--- src/rtl/jk_driver.sv ---
// rtl/jk_driver.sv - JK flop-bank driver: turns a target word into one cycle of J/K excitation.
// Optional readback checking (err/err_cnt) is built only with JK_DRIVER_CHECK_EN defined.
module jk_driver #(
   parameter int WIDTH       = 8,
   parameter int TOGGLE_PREF = 0
) (
   input  logic             clk,
   input  logic             rst,
   input  logic             req_valid,
   input  logic [WIDTH-1:0] req_target,
   output logic             req_ready,
   output logic [WIDTH-1:0] j,
   output logic [WIDTH-1:0] k,
   input  logic [WIDTH-1:0] q_fb,
   output logic [WIDTH-1:0] shadow_q,
   output logic             done,
   output logic             err,
   output logic [7:0]       err_cnt
);

   typedef enum logic [1:0] {IDLE, DRIVE, SETTLE, CHECK} state_t;

   state_t           r_state;
   logic [WIDTH-1:0] r_tgt;
   logic [WIDTH-1:0] r_shadow;
   logic [WIDTH-1:0] r_j;
   logic [WIDTH-1:0] r_k;
   logic             r_done;
   logic [WIDTH-1:0] w_j_next;
   logic [WIDTH-1:0] w_k_next;

   // Don't-cares either stay at 0 or complete the toggle code, so a bit is toggled or held.
   always_comb begin
      w_j_next = req_target & ~r_shadow;
      w_k_next = r_shadow & ~req_target;
      if (TOGGLE_PREF != 0) begin
         w_j_next = r_shadow ^ req_target;
         w_k_next = r_shadow ^ req_target;
      end
   end

   // j/k are registered at acceptance so they are valid exactly during the DRIVE cycle.
   always_ff @(posedge clk or posedge rst) begin
      if (rst) begin
         r_state  <= IDLE;
         r_tgt    <= '0;
         r_shadow <= '0;
         r_j      <= '0;
         r_k      <= '0;
         r_done   <= 1'b0;
      end else begin
         r_j    <= '0;
         r_k    <= '0;
         r_done <= 1'b0;
         case (r_state)
            IDLE: begin
               if (req_valid) begin
                  r_tgt   <= req_target;
                  r_j     <= w_j_next;
                  r_k     <= w_k_next;
                  r_state <= DRIVE;
               end
            end
            DRIVE: begin
               r_shadow <= r_tgt;
               r_state  <= SETTLE;
            end
            SETTLE: begin
               r_done  <= 1'b1;
               r_state <= CHECK;
            end
            CHECK: begin
               r_state <= IDLE;
            end
         endcase
      end
   end

   assign req_ready = (r_state == IDLE);
   assign j         = r_j;
   assign k         = r_k;
   assign shadow_q  = r_shadow;
   assign done      = r_done;

`ifdef JK_DRIVER_CHECK_EN
   logic       r_err;
   logic [7:0] r_err_cnt;

   always_ff @(posedge clk or posedge rst) begin
      if (rst) begin
         r_err     <= 1'b0;
         r_err_cnt <= 8'd0;
      end else if (r_state == CHECK && q_fb != r_tgt) begin
         r_err <= 1'b1;
         if (r_err_cnt != 8'hFF) r_err_cnt <= r_err_cnt + 8'd1;
      end
   end

   assign err     = r_err;
   assign err_cnt = r_err_cnt;
`else
   logic w_unused_q_fb;
   assign w_unused_q_fb = ^q_fb;
   assign err     = 1'b0;
   assign err_cnt = 8'd0;
`endif

endmodule
--- config.mk ---
export PLATFORM = sky130hd
export DESIGN_NAME = jk_driver
export DESIGN_NICKNAME = d
export VERILOG_FILES = /design/src/rtl/jk_driver.sv
export SDC_FILE = /design/constraint.sdc
export NUM_CORES = 1
export LEC_CHECK = 0
export ABC_AREA = 1
export BUFFER_PORTS_ARGS = -buffer_cell sky130_fd_sc_hd__clkbuf_2
export CORE_UTILIZATION = 28
export CTS_BUF_LIST = sky130_fd_sc_hd__clkbuf_4 sky130_fd_sc_hd__clkbuf_8 sky130_fd_sc_hd__clkbuf_16
export DETAILED_ROUTE_END_ITERATION = 12
export HOLD_SLACK_MARGIN = 0.06
export PLACE_DENSITY = 0.49
export REMOVE_ABC_BUFFERS = 1
export SYNTH_ARGS = -nofsm -noshare
export SYNTH_HDL_FRONTEND = slang
export SYNTH_SLANG_ARGS = --single-unit
export TNS_END_PERCENT = 50
--- constraint.sdc ---
create_clock -name clk -period 3.7 [get_ports clk]
set_input_delay 0 -clock clk [delete_from_list [all_inputs] [get_ports clk]]
set_output_delay 0 -clock clk [all_outputs]
set_load 0.02 [all_outputs]
Word-level counts from Yosys, hierarchy flattened. Index checks and enable logic that the tools add are counted.

Output and inout port bits: 35. Register bits after elaboration: 35. Input bits: 19.

Reductions and logical operators: 2. Equal/unequal tests: 4. Bitwise operators: 4. Multiplexer cells: 7.

Operators with widths (count): $mux 8 (4); $and 8x8->8 (2); $not 8->8 (2); $pmux 2 s4 (1); $eq 2x2->1 const B (2); $eq 2x1->1 const B (1); $logic_not 2->1 (1); $mux 2 (1); $ne 2x2->1 const B (1); $reduce_and 2->1 (1); $mux 1 (1).

Depth between registers and ports, before layout.
Depth after elaboration: 4. Gate-level depth with buffers: 6. Gate-level depth less buffers: 6.

Least setup slack after synthesis. Ideal clock, no wire load.

Path type: reg2reg. Start: reg r_state[0]. End: reg r_j[0], in the netlist j[0]. Buffers on the path: 1. Required time: 3.619 ns. Setup slack: 2.429 ns. Arrival time: 1.191 ns. Clock period less this slack: 1.271 ns. Stages on the path, launching flop included: 6. Cell sequence: dfrtp_1 > inv_1 > ha_1 > nand2_1 > buf_6 > nor3_2.

Cells in the longest elaborated chain, start to end: 2.

Ends and longest elaborated chain: start: declaration (RTL line 23) `state_t r_state;`; start signal: assignment (RTL line 45) `r_state <= IDLE;`; start signal: assignment (RTL line 61) `r_state <= DRIVE;`; start signal: assignment (RTL line 66) `r_state <= SETTLE;`; $logic_not 2->1; via req_ready (RTL line 11) `output logic req_ready,`; $mux 8 (RTL line 55) `case (r_state)`; end signal: assignment (RTL line 59) `r_j <= w_j_next;`; end: declaration (RTL line 26) `logic [WIDTH-1:0] r_j;`.

The timed path passes the listed nets, and every way through them passes these cells. A chain may end at the register's enable or synchronous reset.

Worst setup path after layout.
Start: reg r_state[0]. End: reg r_k[7], in the netlist k[7].

Cells in the longest elaborated chain, start to end: 2.

Ends and longest elaborated chain: $logic_not 2->1 (RTL line 55); $mux 8 (RTL line 55); end signal: assignment (RTL line 60) `r_k <= w_k_next;`; end: declaration (RTL line 27) `logic [WIDTH-1:0] r_k;`.

Every way passes these cells.

==> results.yml <==
die:
  die_h_um: 74.1
  coreArea_um2: 4850
  dieArea_um2: 5490
  num_rows: 25
  die_w_um: 74.1
  num_io_pins: 54
  start_util: 0.300
setup_path:
  arrival_ps: 1730
  end_kind: "flop"
  crit_cells: 4
  worstSetupEndpoint: "k[7]"
  crit_family: "simple AND/OR/NAND/NOR gates"
  startpoint_type: "flop"
  crit_fanout: 15
  critPathLaunch: "r_state[0]"
  rrSetupSlack_ps: 2150
  critPathMaxStageDelay_ps: 440
  cp.buffers_inverters: 1
  r2r_cells: 4
  r2r_start: "r_state[0]"
  crit_type: "flop to flop"
  cp_slowest_cell: "nand2_1"
  r2r_end: "k[7]"
  cp.required_ps: 3880
  cp_cell_sequence: "inv_1, ha_1, nand2_1, nor3_1"
finish:
  diodes: 0
  syn2layout_area_growth_pct: 27.2
  fillers: 493
  fin_util: 0.382
  multiInputGateArea_um2: 432
  fin_nets: 205
  drive_gt1_frac: 0.355
  seq_area_um2: 876
placed_design:
  gp_congestion: 0.629
  pre_cts_slack_ps: 2130
  dpl.hpwl_mm: 1.75
  io_buffers: 36
clock_network:
  tritoncts: "built"
  cts.sinks: 35
  clk_latency_ps: 280
  path_clk_slew_ps: 70
  postCtsSetupBuffers: 0
  ctsResizeCount: 0
  clk_path_buf_depth: 2
  cts-buffers-inserted: 5
  h-tree-depth: 2
  root_buffer: "clkbuf_8"
global_route:
  grtUsageMet1: 0.128
  antenna_found_initial: 0
  grt.busiest_layer: "met2"
  grt.total_usage: 0.106
  met2_usage: 0.171
  gr-total-overflow: 0
  grt_pass1_vias: 951
  grt_pass1_wl_mm: 4.22
  grt_max_degree: 36
  use_met3: 0.0379
yosys:
  ys_ff_latch: 35
  ys_types: 14
  synth_cells: 132
  seq_area_frac_synth: 0.602
  syn_area_per_cell_um2: 11.0
  netlist_area_um2: 1460
  ys_warn_count: 0
route:
  via_per_inst: 3.94
  first_pass_iters: 4
  wl_mm: 2.61
  dr_total_vias: 986
  wl_per_cell_um: 10.4
  drtAntennaViolNets: 0
  drc: 0
  dr.first_iter.drc_count: 23
power:
  powerDensity_nw_per_um2: 700
  p_leak_nw: 0.981
  power_frac_comb: 0.354
  p_sw_frac: 0.389
  peakVddDrop_uv: 348
  switchingPower_mw: 0.504
  seq_power_share: 0.434
  p_int_mw: 0.791
  clockPowerShare: 0.212
sta:
  slew-limit-headroom: 0.488
  skew_ps: 3.97
  tightest_slew_ps: 766
  fin_crit_ps: 1550
  rsz0062_at_grt: "false"
  worst_slack_ps: 2150
  clock.fmax_mhz: 644
  drv_slew: 0
  fin_crit_sh: 0.420
  tns_ps: 0
  setup_viol: 0
  hold_violations: 0
min_path:
  min_path_type: "input pin to async pin"
status:
  outcome: "complete, no violations"
flow_run:
  maxCapViolCount: 0
## cell type report
class                      instances  share of cell area
clock buffer                       7              0.0453
clock inverter                     1             0.00270
inverter                          22              0.0446
multi-input combinational         71               0.233
sequential                        35               0.473
tap                               67              0.0453
timing repair buffer              47               0.156
## cells in the final DEF (no fill, tap or decap)
cell type      instances
clkbuf_2              36
dlygate4sd3_1         10
buf_4                  1
o21ai_2                8
nand3_1                2
o21ai_0                8
nand2_1               23
clkbuf_8               5
conb_1                 9
clkbuf_4               2
nand2_2                1
inv_1                 22
nor3_1                 5
clkinv_2               1
ha_1                   4
dfrtp_1               35
nor3_2                11
## cell families (layout without fill, tap and decap cells)
group | Yosys count | after routing | share of synthesized area
flip-flops | 35 | 35 | 0.602
buffers and inverters | 34 | 77 | 0.122
AND/OR/NAND/NOR | 42 | 42 | 0.163
AO/OA/AOI/OAI | 16 | 16 | 0.0757
other | 1 | 9 | 0.00258
adder cells (fa/ha/maj) | 4 | 4 | 0.0344
## power by group through the flow
stage	clock, mW	combinational (mW)	sequential (mW)
floorplan	0	0.251	0.634
global placement	0	0.446	0.564
detailed placement	0	0.458	0.570
CTS	0.283	0.467	0.563
global route	0.301	0.515	0.577
finish	0.275	0.459	0.561
## tightest hold or removal path: stages
cell and delay [ps]:
dlygate4sd3_1 530, clkbuf_2 100, inv_1 40, buf_4 380
## worst min path at each step
stage                        startpoint          end  slack, ps  cells past startpoint
after floorplan           req_target[0]         k[0]         60                      1
after global placement              rst  shadow_q[1]        100                      3
after detailed placement            rst         k[7]        100                      3
after CTS                           rst     r_tgt[7]        350                      4
after global routing                rst     r_tgt[7]        400                      4
final                               rst     r_tgt[6]        340                      4
## through the flow
stage	instance area (um^2)	instances	total power [mW]	hold slack (ps)
3_5_place_dp	1660	232	1.03	104
3_3_place_gp	1660	232	1.01	103
6_report	1850	250	1.29	339
2_1_floorplan	1390	128	0.885	63.2
4_1_cts	1850	250	1.31	350
5_1_grt	1850	250	1.39	404
## routing by layer
metal	part of all wire	vias up	wire, um
li1	-	487	-
met1	0.46	456	1200
met2	0.47	40	1220
met3	0.064	3	168
met4	0.010	0	27
met5	0	-	0
## cells in the mapped netlist
cell | n | area (um^2)
buf_6 | 2 | 22.5
nand2_1 | 23 | 86.3
nor3_1 | 5 | 25.0
o21ai_0 | 8 | 40.0
buf_2 | 1 | 5.00
nand2_2 | 1 | 6.26
dfrtp_1 | 35 | 876
nor3_2 | 11 | 110
conb_1 | 1 | 3.75
buf_4 | 9 | 67.6
ha_1 | 4 | 50.1
inv_1 | 22 | 82.6
o21ai_2 | 8 | 70.1
nand3_1 | 2 | 10.0
## what timing repair did
item / CTS / global route
hold buffers: 10 / 0
hold endpoints to repair: 61 / 0
setup endpoints to repair: 0 / 0
## sequential cells by signal, indices dropped and copies added, names as in the netlist
signal and cells:
k 8, j 8, r_tgt 8, r_state 2
shadow_q 8, done 1
Power figures use the tool's default switching activity.
